## src/rtl/link_parameter_loader.sv

```systemverilog
`default_nettype none
// ============================================================================
//  Module      : link_parameter_loader
//  Description : Loads packed per-link parameters (weight, boundary condition)
//                from a valid/ready word stream while the global stage is
//                PARAMETERS_LOADING. Each link gets its own register, and the
//                flat outputs drive the links directly. Completion and
//                malformed input are reported to the stage controller.
//  Revision    : 1.0 - initial release
// ----------------------------------------------------------------------------
//  Ports
//    clk                    : clock
//    reset                  : synchronous, active-high reset
//    global_stage           : current global stage code
//    in_data                : packed entries; entry k at [k*ENTRY_WIDTH +: ENTRY_WIDTH],
//                             entry [1:0] = boundary condition, upper bits = weight
//    in_valid               : in_data valid
//    in_ready               : loader accepts a word this cycle
//    weight_out             : link i weight at [i*LINK_BIT_WIDTH +: LINK_BIT_WIDTH]
//    boundary_condition_out : link i condition at [i*2 +: 2]
//    load_done              : full parameter set loaded
//    load_error             : sticky; clamped weight or aborted load
// ============================================================================
module link_parameter_loader #(
  parameter int NUM_LINKS   = 12,
  parameter int MAX_WEIGHT  = 2,
  parameter int IN_WIDTH    = 32,
  parameter int STAGE_WIDTH = 3,
  // Stage code of STAGE_PARAMETERS_LOADING in the shared stage definitions.
  parameter logic [STAGE_WIDTH-1:0] STAGE_PARAMETERS_LOADING = STAGE_WIDTH'(1)
) (
  input  logic                                               clk,
  input  logic                                               reset,
  input  logic [STAGE_WIDTH-1:0]                             global_stage,
  input  logic [IN_WIDTH-1:0]                                in_data,
  input  logic                                               in_valid,
  output logic                                               in_ready,
  output logic [NUM_LINKS*$clog2(MAX_WEIGHT+1)-1:0]          weight_out,
  output logic [NUM_LINKS*2-1:0]                             boundary_condition_out,
  output logic                                               load_done,
  output logic                                               load_error
);

  localparam int LINK_BIT_WIDTH = $clog2(MAX_WEIGHT + 1);
  localparam int ENTRY_WIDTH    = LINK_BIT_WIDTH + 2;
  localparam int EPW            = IN_WIDTH / ENTRY_WIDTH;
  localparam int NUM_WORDS      = (NUM_LINKS + EPW - 1) / EPW;
  localparam int WIDX_W         = (NUM_WORDS > 1) ? $clog2(NUM_WORDS) : 1;

  localparam logic [LINK_BIT_WIDTH-1:0] MAX_W_CODE = LINK_BIT_WIDTH'(MAX_WEIGHT);
  localparam logic [WIDX_W-1:0]         LAST_WORD  = WIDX_W'(NUM_WORDS - 1);

  typedef enum logic [1:0] {
    S_IDLE = 2'd0,
    S_LOAD = 2'd1,
    S_DONE = 2'd2
  } state_t;

  state_t                              state_q, state_d;
  logic [WIDX_W-1:0]                   word_idx_q, word_idx_d;
  logic [NUM_LINKS*LINK_BIT_WIDTH-1:0] weight_q, weight_d;
  logic [NUM_LINKS*2-1:0]              bc_q, bc_d;
  logic                                load_done_q, load_done_d;
  logic                                load_error_q, load_error_d;
  logic                                in_ready_w;
  logic                                stage_is_load_w;
  logic [ENTRY_WIDTH-1:0]              entry_w;
  logic [LINK_BIT_WIDTH-1:0]           weight_w;

  assign stage_is_load_w = (global_stage == STAGE_PARAMETERS_LOADING);

  // --------------------------------------------------------------------------
  // Next-state and output logic
  // --------------------------------------------------------------------------
  always_comb begin
    state_d      = state_q;
    word_idx_d   = word_idx_q;
    weight_d     = weight_q;
    bc_d         = bc_q;
    load_done_d  = load_done_q;
    load_error_d = load_error_q;
    in_ready_w   = 1'b0;
    entry_w      = '0;
    weight_w     = '0;

    case (state_q)
      S_IDLE: begin
        // Parameter registers are deliberately kept; only status restarts.
        if (stage_is_load_w) begin
          state_d      = S_LOAD;
          word_idx_d   = '0;
          load_done_d  = 1'b0;
          load_error_d = 1'b0;
        end
      end

      S_LOAD: begin
        // Ready depends on state only so the upstream never sees a
        // combinational path from in_valid back to in_ready.
        in_ready_w = 1'b1;
        if (!stage_is_load_w) begin
          // Abort: any handshake in this same cycle is dropped.
          state_d      = S_IDLE;
          load_error_d = 1'b1;
        end else if (in_valid) begin
          // Iterate over links (constant word/slot per link) rather than
          // over entries, so the write targets are static.
          for (int i = 0; i < NUM_LINKS; i++) begin
            if (word_idx_q == WIDX_W'(i / EPW)) begin
              entry_w  = in_data[(i % EPW)*ENTRY_WIDTH +: ENTRY_WIDTH];
              weight_w = entry_w[ENTRY_WIDTH-1:2];
              if (weight_w > MAX_W_CODE) begin
                weight_w     = MAX_W_CODE;
                load_error_d = 1'b1;
              end
              weight_d[i*LINK_BIT_WIDTH +: LINK_BIT_WIDTH] = weight_w;
              bc_d[i*2 +: 2]                               = entry_w[1:0];
            end
          end
          if (word_idx_q == LAST_WORD) begin
            state_d     = S_DONE;
            load_done_d = 1'b1;
          end else begin
            word_idx_d = word_idx_q + WIDX_W'(1);
          end
        end
      end

      S_DONE: begin
        // load_done remains set through IDLE until the next load starts.
        if (!stage_is_load_w) begin
          state_d = S_IDLE;
        end
      end

      default: begin
        state_d = S_IDLE;
      end
    endcase
  end

  // --------------------------------------------------------------------------
  // State register
  // --------------------------------------------------------------------------
  always_ff @(posedge clk) begin
    if (reset) begin
      state_q      <= S_IDLE;
      word_idx_q   <= '0;
      weight_q     <= '0;
      bc_q         <= '0;
      load_done_q  <= 1'b0;
      load_error_q <= 1'b0;
    end else begin
      state_q      <= state_d;
      word_idx_q   <= word_idx_d;
      weight_q     <= weight_d;
      bc_q         <= bc_d;
      load_done_q  <= load_done_d;
      load_error_q <= load_error_d;
    end
  end

  assign in_ready               = in_ready_w;
  assign weight_out             = weight_q;
  assign boundary_condition_out = bc_q;
  assign load_done              = load_done_q;
  assign load_error             = load_error_q;

endmodule
`default_nettype wire

```

## config.mk

```make
export PLATFORM = sky130hd
export DESIGN_NAME = link_parameter_loader
export DESIGN_NICKNAME = d
export VERILOG_FILES = /design/src/rtl/link_parameter_loader.sv
export SDC_FILE = /design/constraint.sdc
export NUM_CORES = 1
export LEC_CHECK = 0
export CAP_MARGIN = 10
export CELL_PAD_IN_SITES_DETAIL_PLACEMENT = 1
export CELL_PAD_IN_SITES_GLOBAL_PLACEMENT = 2
export CORE_MARGIN = 3
export CORE_UTILIZATION = 20
export DETAILED_ROUTE_END_ITERATION = 16
export PLACE_DENSITY_LB_ADDON = 0.08
export SLEW_MARGIN = 20
export SYNTH_ARGS = -nofsm -noshare
export SYNTH_HDL_FRONTEND = slang
export SYNTH_SLANG_ARGS = --single-unit
```

## constraint.sdc

```tcl
create_clock -name clk -period 1.41 [get_ports clk]
set_input_delay 0.423 -clock clk [delete_from_list [all_inputs] [get_ports clk]]
set_output_delay 0.423 -clock clk [all_outputs]
set_load 0.05 [all_outputs]
```

* Yosys cells after proc, flatten, opt, wreduce, memory -nomap -nowiden
Cells that the tools add are included.
** Storage, ports and cells
- Word-level logic and storage cells :: 93
- Bits of input ports :: 38
- Register bits after elaboration :: 53
- Output and inout port bits :: 51
** Cells by class
- Bitwise operators :: 1
- Equal/unequal tests :: 10
- Reductions and logical operators :: 8
- Magnitude comparators :: 8
- Mux-type cells :: 57
- $add $sub $neg :: 1
** Operator list (number)
- 1-bit 2-to-1 mux :: 40
- 2-bit 2-to-1 mux :: 13
- 2-bit greater-than comparator (second input constant) :: 8
- 4-bit AND reduction :: 4
- 2-bit inequality test (second input constant) :: 5
- 3-bit inequality test (second input constant) :: 2
- 1-bit one-hot mux with 2 select lines :: 3
- 2-bit one-hot mux with 3 select lines :: 1
- 5-bit AND reduction :: 1
- 3-bit by 1-bit equality test with 1-bit output (second input constant) :: 1
- 3-bit AND reduction :: 1
- 2-bit by 1-bit equality test with 1-bit output (second input constant) :: 1
- 2-bit equality test (second input constant) :: 1
- 2-bit zero test :: 1
- 2-bit nonzero test :: 1
- 1-bit adder (second input constant) :: 1
- 1-bit NOT :: 1

* Logic depth before layout (Yosys ltp)
- Depth after elaboration :: 34
- Gate-level depth with buffers :: 7

* Worst setup path after synthesis
OpenSTA, ideal clock, no wires.
- Path kind :: reg-to-reg
- Start :: register state_q[0]
- End :: register weight_q[14] (netlist: weight_out[14])
- Clock period less this slack :: 1.428 ns
- Arrival time :: 1.360 ns
- Cell stages (with the launch flop) :: 8
- Path slack :: -0.018 ns
- Buffers on the path :: 3
- Path through :: dfxtp_1 nor2b_1 buf_4 and4_1 buf_4 buf_8 nand3b_4 a21oi_2
** On the way
- Cells in the longest elaborated chain, start to end :: 2
** RTL lines
- start: declaration :: RTL line 59 : state_t state_q, state_d;
- start signal: assignment :: RTL line 154 : state_q <= state_d;
- 2-bit by 1-bit equality test with 1-bit output :: RTL line 86 : case (state_q)
- 4-bit AND reduction (no source line)
- end signal: assignment :: RTL line 156 : weight_q <= weight_d;
- end: declaration :: RTL line 61 : logic [NUM_LINKS*LINK_BIT_WIDTH-1:0] weight_q, weight_d;
No other way between the ends.
A chain may end at the register's enable or synchronous reset.

* Worst setup path in the final report
- Start :: register state_q[0]
- End :: output port in_ready
** On the way
- Cells in the longest elaborated chain, start to end :: 2
** RTL lines
- 2-bit by 1-bit equality test with 1-bit output :: RTL line 86
- 1-bit 2-to-1 mux :: RTL line 86
- end: declaration :: RTL line 37 : output logic in_ready,
No other way between the ends.

==> metrics.txt <==
Post-Synthesis Cells=~250; syn_nets=about 290; R2R setup slack=-0.04 ns; RSZ-0062 raised after global routing=yes; crit path DAT=about 1.1 ns; Remaining DRCs=0; critical path peak fanout=3; Final period util=1.05; Fin Clk Skew=between 0.009 and 0.01 ns; post-synthesis simple-gate area fraction=0.262; xor/xnor share of the synthesized area=0; Final Hold Vio Count=0; CP Class=reg2out; CP max stage cell=dfxtp_2; # hold bufs at CTS=0; Post-synth top flop=dfxtp_1; IR drop worst, VDD=between 0.3 and 0.4 mV; Die Y=between 100 and 150 µm; Synth Area in Adders=0; Synth Area in Compound Gates=0.163; fin nets=between 400 and 500; boundary pin count=slightly below 90; DR vias=2160; vias per inst=approximately 4.2; register area share after synthesis=0.516; status=finished with violations; violated checks=negative setup slack; PwrDens=635 mW/mm²; initial antenna violation count=0; headroom to the max-slew limit=0.797; vias in the first global route=between 2000 and 2500; crit path from=state_q[0]; DRT iter0 DRCs=27; Util after Layout=0.429; Remaining Overflow, GRT=0; row count=36; Unique masters post-synth=28; worst path bufs/invs=2; ANT cells=0; synthesized cell area=0.00206 mm²; Worst Hold Launch=reset; Avg Cell Area, Syn=approximately 8.3 µm²; Total Neg Setup Slack=-0.461 ns; Critical Path Sink Type=primary output; commonest non-fill, non-tap cell in the layout=nand2_1; worst min path class=in2reg; multiplexer area fraction after synthesis=0; CP cell instances=nor2b_4, buf_6, buf_12; GPL Wtd Cong=roughly 0.71; CTS H-tree depth=2; area grow syn2layout=106%; Core Area=0.00986 mm²; CTS tree=built; CP startpoint kind=register; Crit path max-delay family=flip-flops; reg2reg start=state_q[0]; CTS buffer count=5; synthesized flop and latch total=53; Slew Limit Fails=0; I/O Buffers=between 80 and 90; GRT Total Usage=0.136; combinational family with the most area after synthesis=simple AND/OR/NAND/NOR gates; # setup viols final=23; die area=between 0.01 and 0.015 mm²; routed len/inst=roughly 15 µm; largest net degree at the start of global routing=a little over 40; minimum clock period=1.47 ns; die width=107 µm; antenna-violating nets left=0; P_leak=0.00157 µW; Initial Utilization=0.208; Sink Count=53; Skew-Pair Late Insertion Delay=0.31 ns; Total Wirelength=roughly 7.8 mm; root buffer cell=clkbuf_8; EDFF count, synth=0; post-synthesis async set-or-reset flop share=0; FMAX=slightly below 700 MHz; first-pass GRT wire length=~12 mm; clock slew at reported path FFs=about 0.10 ns; MaxCap Viol Count=0; hpwl dp=between 5 and 6 mm; Clock Tree Buf Depth=2; drt first pass iters=4; share of layout cells above drive strength 1=0.359; most frequent cells in the layout=nand2_1 (90), buf_12 (57), dfxtp_1 (50); CP Data Required Time=a little under 1 ns; Synth warnings=0; max incr delay on CP=roughly 0.34 ns; Final WS setup=-0.0646 ns; Slew @ Worst Pin=0.304 ns
-- per-stage QoR --
step           power, µW  hold WS (ns)  area (µm²)  setup WS, ns  instances
3_5_place_dp        1800         0.488        3770        -0.636        481
6_report            2690         0.343        4230       -0.0646        509
3_3_place_gp        1800         0.480        3770        -0.567        481
2_1_floorplan       1610         0.492        2060        0.0117        249
4_1_cts             2730         0.340        4120       -0.0890        505
5_1_grt             2820         0.337        4230        -0.125        509
-- path summary, 6_finish.rpt --
| path | cells after the start | endpoint |
|---|---|---|
| worst max-delay path | 3 | in_ready |
| worst min register to register | 2 | weight_out[15] |
| worst max register to register | 8 | boundary_condition_out[23] |
| worst min-delay path | 2 | load_done |
-- synth_stat cells (all sizes together), types with 2 or more instances --
library cell	number	area (µm²)
a21oi	51	263
nand4	2	18.8
dfxtp	53	1060
buf	10	86.3
nor2	2	7.51
and4	2	17.5
a22oi	4	30.0
clkbuf	8	30.0
a311oi	2	17.5
nor2b	5	31.3
nand3b	4	55.1
nand2	94	353
nor3	2	10.0
o21ai	2	10.0
-- flip-flops by register name, summed over array words and instances, names as in the netlist --
register / flops
word_idx_q: 1
load_error: 1
weight_out: 24
state_q: 2
load_done: 1
boundary_condition_out: 24
-- logic make-up after synthesis --
group           count (synthesis)
compound gates                 61
buf+inv                        19
flops                          53
simple gates                  116
-- worst register-to-register path, stage by stage, from the launching register on --
cell       delay [ns]
dfxtp_2          0.34
nor2b_4          0.16
buf_4            0.12
buf_6            0.09
buf_6            0.09
nand4_4          0.18
clkbuf_16        0.24
nand2_1          0.06
a21oi_1          0.06
-- what timing repair did --
item	in CTS	in global routing
cloned	4	2
resized for setup	29	27
setup endpoints to repair	53	51
buffers inserted	13	4
pin swaps	4	5
-- cell type report --
type                    instances  area, µm²
fillers                      1088       5630
repair buffers                137       1970
flip-flops and latches         53       1060
multi-input cells             177        945
well taps                     133        166
clock buffers                   6       72.6
clock inverters                 2       15.0
inverters                       1       3.75
-- power by group --
| group | internal (µW) | total (µW) | leakage (µW) | switching [µW] |
|---|---|---|---|---|
| logic | 174 | 291 | 0.00111 | 117 |
| clock network | 352 | 893 | 0.0000374 | 541 |
| registers | 1500 | 1500 | 0.000428 | 4.60 |
| total | 2030 | 2690 | 0.00157 | 662 |
-- routing by layer --
metal | global-route usage | vias to the layer above | share of wire
met5 | 0 | - | 0
met4 | 0.0325 | 0 | 0.010
met3 | 0.0324 | 7 | 0.050
met2 | 0.232 | 48 | 0.51
met1 | 0.173 | 1028 | 0.43
li1 | - | 1077 | -
No activity file was read; power rests on OpenSTA's default activity.
